### config.mk
export PLATFORM = sky130hd
export DESIGN_NAME = uart_rx_ctrl
export DESIGN_NICKNAME = d
export VERILOG_FILES = /design/src/rtl/uart_rx_ctrl.sv
export SDC_FILE = /design/constraint.sdc
export NUM_CORES = 1
export LEC_CHECK = 0
export ABC_AREA = 1
export CAP_MARGIN = 20
export CORE_MARGIN = 5
export CORE_UTILIZATION = 50
export CTS_CLUSTER_SIZE = 40
export DETAILED_ROUTE_END_ITERATION = 8
export PLACE_DENSITY = 0.76
export SLEW_MARGIN = 10
export SYNTH_ARGS = -nofsm -noshare
export SYNTH_HDL_FRONTEND = slang
export SYNTH_SLANG_ARGS = --single-unit
### constraint.sdc
create_clock -name clk -period 1.55 [get_ports clk]
set_input_delay 0.2325 -clock clk [delete_from_list [all_inputs] [get_ports clk]]
set_output_delay 0.2325 -clock clk [all_outputs]
set_load 0.005 [all_outputs]
### src/rtl/uart_rx_ctrl.sv
// UART receive frame sequencer: start detect, 3-point majority sampling, LSB-first
// deserialization, parity/stop checking and result strobes. Drives an external edge/bit counter.
module uart_rx_ctrl #(
    parameter int DATA_WIDTH  = 8,
    parameter int SYNC_STAGES = 2
) (
    input  logic                  clk,
    input  logic                  rst,
    input  logic                  rx_in,
    input  logic [5:0]            prescale,
    input  logic                  par_en,
    input  logic                  par_typ,
    input  logic [3:0]            bit_cnt,
    input  logic [5:0]            edge_cnt,
    output logic                  cnt_en,
    output logic [DATA_WIDTH-1:0] p_data,
    output logic                  data_valid,
    output logic                  par_err,
    output logic                  stp_err,
    output logic                  strt_glitch,
    output logic                  busy
);

    typedef enum logic [2:0] {
        IDLE,
        START,
        DATA,
        PARITY,
        STOP
    } state_t;

    localparam logic [3:0] LAST_DATA = 4'(DATA_WIDTH);

    state_t                  state;
    logic [SYNC_STAGES-1:0]  sync_q;
    logic                    rxs;
    logic [2:0]              cap_q;
    logic                    samp;
    logic [5:0]              half;
    logic                    bit_end;
    logic                    par_en_q;
    logic                    par_typ_q;
    logic                    perr_q;
    logic [DATA_WIDTH-1:0]   shift_q;

    // Line idles high, so the synchronizer resets to 1 to avoid a false start.
    always_ff @(posedge clk or negedge rst) begin
        if (!rst) begin
            sync_q <= '1;
        end else begin
            sync_q <= {sync_q[SYNC_STAGES-2:0], rx_in};
        end
    end

    assign rxs     = sync_q[SYNC_STAGES-1];
    assign half    = {1'b0, prescale[5:1]};
    assign bit_end = (edge_cnt == prescale - 6'd1);

    always_ff @(posedge clk or negedge rst) begin
        if (!rst) begin
            cap_q <= '0;
        end else if (state != IDLE) begin
            if (edge_cnt == half - 6'd1) cap_q[0] <= rxs;
            if (edge_cnt == half)        cap_q[1] <= rxs;
            if (edge_cnt == half + 6'd1) cap_q[2] <= rxs;
        end
    end

    assign samp   = (cap_q[0] & cap_q[1]) | (cap_q[0] & cap_q[2]) | (cap_q[1] & cap_q[2]);
    assign cnt_en = (state != IDLE);
    assign busy   = (state != IDLE);

    always_ff @(posedge clk or negedge rst) begin
        if (!rst) begin
            state       <= IDLE;
            p_data      <= '0;
            data_valid  <= 1'b0;
            par_err     <= 1'b0;
            stp_err     <= 1'b0;
            strt_glitch <= 1'b0;
            par_en_q    <= 1'b0;
            par_typ_q   <= 1'b0;
            perr_q      <= 1'b0;
            shift_q     <= '0;
        end else begin
            data_valid  <= 1'b0;
            par_err     <= 1'b0;
            stp_err     <= 1'b0;
            strt_glitch <= 1'b0;
            case (state)
                IDLE: begin
                    par_en_q  <= par_en;
                    par_typ_q <= par_typ;
                    perr_q    <= 1'b0;
                    if (!rxs) state <= START;
                end
                START: begin
                    if (bit_end) begin
                        if (samp) begin
                            strt_glitch <= 1'b1;
                            state       <= IDLE;
                        end else begin
                            state <= DATA;
                        end
                    end
                end
                DATA: begin
                    if (bit_end) begin
                        // LSB arrives first; after DATA_WIDTH shifts it sits at bit 0.
                        shift_q <= {samp, shift_q[DATA_WIDTH-1:1]};
                        if (bit_cnt == LAST_DATA) state <= par_en_q ? PARITY : STOP;
                    end
                end
                PARITY: begin
                    if (bit_end) begin
                        perr_q <= samp ^ (^shift_q) ^ par_typ_q;
                        state  <= STOP;
                    end
                end
                STOP: begin
                    if (bit_end) begin
                        state   <= IDLE;
                        stp_err <= ~samp;
                        par_err <= perr_q;
                        if (samp && !perr_q) begin
                            data_valid <= 1'b1;
                            p_data     <= shift_q;
                        end
                    end
                end
                default: state <= IDLE;
            endcase
        end
    end

endmodule

==> results of run 1 <==
[registers in the layout (all words and copies together), names as in the netlist]
signal and cells:
par_en_q 1, par_err 1, perr_q 1, strt_glitch 1, stp_err 1, cap_q 3, sync_q 2, data_valid 1
p_data 8, shift_q 8, par_typ_q 1, state 3
[path summary, 6_finish.rpt]
kind                                 startpoint                     to  slack, ns  cells after the start
max                                 prescale[2]  p_data[2]$_DFFE_PN0P_       0.08                     13
min                                         rst   cap_q[0]$_DFFE_PN0P_       0.31                      2
max reg2reg                state[1]$_DFFE_PN0P_   state[1]$_DFFE_PN0P_       0.12                      7
min reg2reg                 sync_q[0]$_DFF_PN1_    sync_q[1]$_DFF_PN1_       0.36                      0
max in group asynchronous                   rst    sync_q[0]$_DFF_PN1_       0.99                      2
min in group clk            sync_q[0]$_DFF_PN1_    sync_q[1]$_DFF_PN1_       0.36                      0
[cell usage after synthesis, types with 4 or more instances]
master and number:
o21ai_0 7, nand2_1 88, xnor2_1 11, o21ai_1 8, ha_1 4, xor2_1 6, dfrtp_1 29, inv_1 30
a21oi_1 4, nand2_2 4, o21ai_2 8, nand3_1 16, nor2_1 14, nand4_1 4, inv_2 4, nor3_1 5
[power by group]
part | total [mW] | switching [mW] | internal [mW]
combinational | 1.02 | 0.583 | 0.439
sequential | 1.01 | 0.0894 | 0.925
clock | 0.820 | 0.301 | 0.520
[repair_timing]
item / 4_1_cts / 5_1_grt
gates cloned: 2 / 0
pin swaps: 14 / 11
setup buffers: 8 / 0
gates resized for setup: 49 / 18
endpoints found under the hold margin: 0 / 0
setup endpoints to repair: 29 / 24
[logic make-up after synthesis]
kind of cell | after synthesis | share of synthesized area
compound gates | 28 | 0.0875
xor+xnor | 17 | 0.0755
fa+ha+maj | 5 | 0.0304
buf+inv | 39 | 0.0881
flops | 31 | 0.394
mux | 1 | 0.00571
simple gates | 139 | 0.318
[layer usage]
| metal | part of all wire | routed length (um) | vias to the layer above |
|---|---|---|---|
| li1 | - | - | 955 |
| met1 | 0.40 | 2000 | 885 |
| met3 | 0.046 | 225 | 14 |
| met4 | 0.024 | 119 | 0 |
| met5 | 0 | 0 | - |
| met2 | 0.53 | 2600 | 59 |
[cell type report]
class / count / area [um^2] / area share
multi-input cells: 190 / 1130 / 0.397
flip-flops and latches: 31 / 779 / 0.274
repair buffers: 67 / 624 / 0.219
inverters: 34 / 135 / 0.0475
clock buffers: 6 / 82.6 / 0.0290
well taps: 48 / 60.1 / 0.0211
clock inverters: 2 / 35.0 / 0.0123
[cell usage in the layout, fill, tap and decap left out, types with 8 or more instances in the layout]
cell             instances
buf_4                   28
nand2_2                 14
inv_1                   28
clkdlybuf4s50_1         20
dfrtp_1                 28
dlygate4sd2_1            9
o21ai_2                  8
nand2_1                 76
nand3_1                 14
nor2_1                  12
xnor2_1                 11
o21ai_1                  8
[worst reg2reg max path: stages, from the launching register on]
cell and delay [ns]:
dfrtp_1 0.39, buf_4 0.14, nand2_1 0.08, nor2_1 0.32
nand2_1 0.13, o21ai_0 0.12, nand3_1 0.10, nand2_1 0.08
==> results_dict.tcl, run 1 <==
set metrics [dict create \
    max_slew_margin 0.745 \
    total_power_mw 2.86 \
    grt.busiest_layer "met2" \
    power_density_nw_per_um2 1000 \
    finalSetupTns_ns 0 \
    min_period_over_period 0.950 \
    overflow 0 \
    grt_pass1_vias 1968 \
    synth.area.top_cells "dfrtp_1 (37%), nand2_1 (17%), inv_1 (5.7%), xnor2_1 (4.9%), nand3_1 (4.1%)" \
    placed_cells 361 \
    synth_seq_area_share 0.394 \
    hold_class "in -> async" \
    syn2layout_area_growth_pct 44.3 \
    crit_arrival_ns 1.64 \
    fin_cells 378 \
    path_buf_inv 3 \
    ys.flop_type "dfrtp_1" \
    core.rowCount 22 \
    hold_viol_final 0 \
    drc 0 \
    crit_type "in -> reg" \
    die_h_um 72.8 \
    synth.avg_cell_area_um2 7.59 \
    numCtsBuffers 5 \
    gr-usage-met2 0.366 \
    synth-edff-count 0 \
    drt-initial-drc-count 101 \
    firstDrtPassIters 6 \
    clock_path_buffers 2 \
    synthArstFlopShare 1.00 \
    ir_worst_vdd_mv 0.456 \
    required_ns 1.72 \
    ios 35 \
    outcome "complete, no violations" \
    start_util 0.527 \
    setup_viol_count_final 0 \
    slowest_stage "clkbuf_16" \
    setup_ws_ns 0.0776 \
    wl_um 4940 \
    root_buffer "clkbuf_8" \
    grt_antenna_before_repair 0 \
    yosysTopAreaCell "dfrtp_1" \
    rsz0062_at_grt "true" \
    io_buffers 34 \
    ys_seq_elements 31 \
    grt_pass1_wl_um 8710 \
    max_freq_mhz 679 \
    layout.nets 354 \
    final_max_slew_viol_count 0 \
    power.leakage_nw 1.42 \
    hold_buffers 0 \
    grt_max_degree 32 \
    die_area_um2 5300 \
    dpl_cell_area_um2 2540 \
    crit_path_max_incr_delay_ns 0.20 \
    ant_nets 0 \
    cp_common_cell "nand2_2" \
    critPathLaunchType "input pin" \
    worst_setup_path_end_kind "flop" \
    synth_nets 285 \
    core_area_um2 3740 \
    use_met1 0.249 \
    diodes 0 \
    netlist_area_um2 1970 \
    via_count 1913 \
    synthDistinctLibCells 29 \
    place_congestion 0.867 \
    dpl.hpwl_um 3300 \
    wl_per_cell_um 13.1 \
    grt_usage 0.209 \
    cp_top_family "simple AND/OR/NAND/NOR gates" \
    netlist_instances 260 \
    h-tree-depth 2 \
    dpl_worst_slack_ns -0.629 \
    yosysTopAreaCellShare 0.368 \
    finClkSkew_ns 0.00782 \
    cap_violations 0 \
    cts_tree "done" \
    use_met3 0.0468 \
    clock_sinks 31 \
    critPathMaxFanout 4 \
    vias_per_cell 5.06 \
    holdWs_ns 0.313 \
    drive_gt1_frac 0.291 \
    tightest_slew_ns 0.381 \
    nFillCells 294 \
    die_w_um 72.8 \
    postLayoutCellArea_um2 2850 \
    clock_latency_ns 0.28 \
    clk_pin_slew_worst_paths_ns 0.07 \
    fin_util 0.760 \
    crit_chain "buf_2, inv_4, ha_4, nand2_2, nor2_4, nand3_2, nand2_2, nand2_2, nor2_8, nand4_4, clkbuf_16, nand2_2, o21ai_2" \
    synth_warnings 0 \
    period_needed_ns 1.47 \
]
Power figures use the tool's default switching activity.
==> inputs of run 2 (changes only) <==
- CELL_PAD_IN_SITES_DETAIL_PLACEMENT: unset -> 1
- CELL_PAD_IN_SITES_GLOBAL_PLACEMENT: unset -> 2
- CORE_UTILIZATION: 50 -> 30
- CTS_CLUSTER_DIAMETER: unset -> 120
- PLACE_DENSITY: 0.76 -> 0.8
==> results_dict.tcl, run 2 (synthesis results as in run 1) <==
set metrics [dict create \
    power_density_nw_per_um2 924 \
    power.leakage_nw 1.40 \
    wl_per_cell_um 13.1 \
    placed_cells 391 \
    critPathMaxFanout 5 \
    clk_pin_slew_worst_paths_ns 0.07 \
    clock_sinks 31 \
    ios 35 \
    hold_class "in -> async" \
    pwr-share-seq 0.388 \
    ant_nets 0 \
    fin_cells 407 \
    grt_max_degree 32 \
    grt_pass1_wl_um 9030 \
    rsz0062_at_grt "false" \
    max_slew_margin 0.754 \
    nFillCells 783 \
    tightest_slew_ns 0.366 \
    start_util 0.309 \
    total_power_mw 2.62 \
    crit_type "in -> reg" \
    switchingPower_uw 946 \
    vias_per_cell 4.62 \
    io_buffers 34 \
    r2r_slack_ns 0.09 \
    p_clk_frac 0.236 \
    grt_antenna_before_repair 0 \
    min_period_over_period 0.948 \
    slowest_stage "dlygate4sd2_1" \
    finalSetupTns_ns 0 \
    layout.nets 354 \
    drt-initial-drc-count 40 \
    reg.largest.list "p_data: 8 flops, shift_q: 8 flops" \
    die_w_um 91.1 \
    drive_gt1_frac 0.261 \
    numCtsBuffers 5 \
    syn2layout_area_growth_pct 43.5 \
    critPathLaunchType "input pin" \
    core.rowCount 29 \
    place_congestion 0.840 \
    power.share.combinational 0.376 \
    dpl.hpwl_um 3970 \
    worst_setup_path_end_kind "flop" \
    swShare 0.362 \
    cts_tree "done" \
    die_h_um 91.1 \
    multi_input_area_um2 1110 \
    setup_ws_ns 0.0808 \
    hold_buffers 0 \
    layout_commonest_cell "nand2_1" \
    grt_usage 0.134 \
    firstDrtPassIters 4 \
    required_ns 1.72 \
    wl_um 5340 \
    final_max_slew_viol_count 0 \
    via_count 1881 \
    diodes 0 \
    root_buffer "clkbuf_8" \
    core_area_um2 6390 \
    setup_viol_count_final 0 \
    final_cell_mix "nand2_1 (81), dfrtp_1 (29), buf_4 (28)" \
    crit_arrival_ns 1.64 \
    cap_violations 0 \
    h-tree-depth 2 \
    dpl_worst_slack_ns -0.703 \
    seq_area_um2 778 \
    finClkSkew_ns 0.0120 \
    crit_chain "dlygate4sd2_1, buf_4, xor2_1, nand2_1, nand2_2, nand2_2, nor2_8, nand4_4, buf_12, nand2_1, o21ai_2" \
    crit_path_max_incr_delay_ns 0.26 \
    ir_worst_vdd_mv 0.604 \
    period_needed_ns 1.47 \
    die_area_um2 8300 \
    grt_pass1_vias 1942 \
    overflow 0 \
    clock_path_buffers 2 \
    max_freq_mhz 681 \
    drc 0 \
    p_int_mw 1.67 \
    clock_latency_ns 0.29 \
    outcome "complete, no violations" \
    hold_viol_final 0 \
]
-- run 2: cell count changes in the layout (fill, tap and decap cells not counted), moves of 2 or more --
cell | previous run | this run
nand2_2 | 14 | 8
nand2_1 | 76 | 81
clkbuf_1 | 0 | 2
inv_1 | 28 | 26
inv_2 | 4 | 6
nand3_1 | 14 | 16
nand3_2 | 2 | 0
-- run 2: power by group through the flow --
| stage | Clock (mW) | Sequential (mW) | Combinational, mW |
|---|---|---|---|
| finish | 0.617 | 1.01 | 0.984 |
| global placement | 0 | 1.00 | 0.939 |
| floorplan | 0 | 1.01 | 0.565 |
| CTS | 0.643 | 1.02 | 0.990 |
| detailed placement | 0 | 1.01 | 0.954 |
| global route | 0.678 | 1.03 | 1.11 |
-- run 2: stage by stage --
stage               hold WS, ns  utilization  cell area, um^2
floorplan               -0.0631            -             1980
global placement          0.347        0.404             2580
detailed placement        0.349        0.404             2580
CTS                       0.311        0.445             2840
global route              0.336        0.443             2830
finish                    0.308        0.443             2830
-- run 2: critical path: cells and delay by family --
kind / cells / cell delay [ns]
simple gates: 6 / 0.63
buf+inv: 3 / 0.60
xor+xnor: 1 / 0.14
compound gates: 1 / 0.05
-- run 2: layout make-up --
class	count	share of cell area
Tap cell	77	0.0340
Clock inverter	1	0.00177
Sequential cell	31	0.275
Clock buffer	7	0.0270
Timing Repair Buffer	67	0.221
Multi-Input combinational cell	190	0.393
Inverter	34	0.0486
-- run 2: final timing paths --
check,end,depth (start not counted),startpoint
worst max register to register,p_data[7]$_DFFE_PN0P_,4,cap_q[2]$_DFFE_PN0P_
worst min-delay path,par_en_q$_DFFE_PN0P_,2,rst
worst min register to register,sync_q[1]$_DFF_PN1_,0,sync_q[0]$_DFF_PN1_
min in group clk,sync_q[1]$_DFF_PN1_,0,sync_q[0]$_DFF_PN1_
worst max-delay path,p_data[0]$_DFFE_PN0P_,11,prescale[4]
max in group asynchronous,sync_q[1]$_DFF_PN1_,2,rst
-- run 2: repair_timing --
action | in CTS | in global routing
setup buffers | 6 | 1
pin swaps | 12 | 9
gates cloned | 2 | 0
gates resized for setup | 55 | 7
setup endpoints to repair | 29 | 8
-- run 2: metal layers --
layer / vias up / share of wire / track usage
met5: - / 0 / 0
met4: 0 / 0.015 / 0.0477
met3: 6 / 0.028 / 0.0273
met2: 24 / 0.49 / 0.217
met1: 901 / 0.47 / 0.177
li1: 950 / - / -
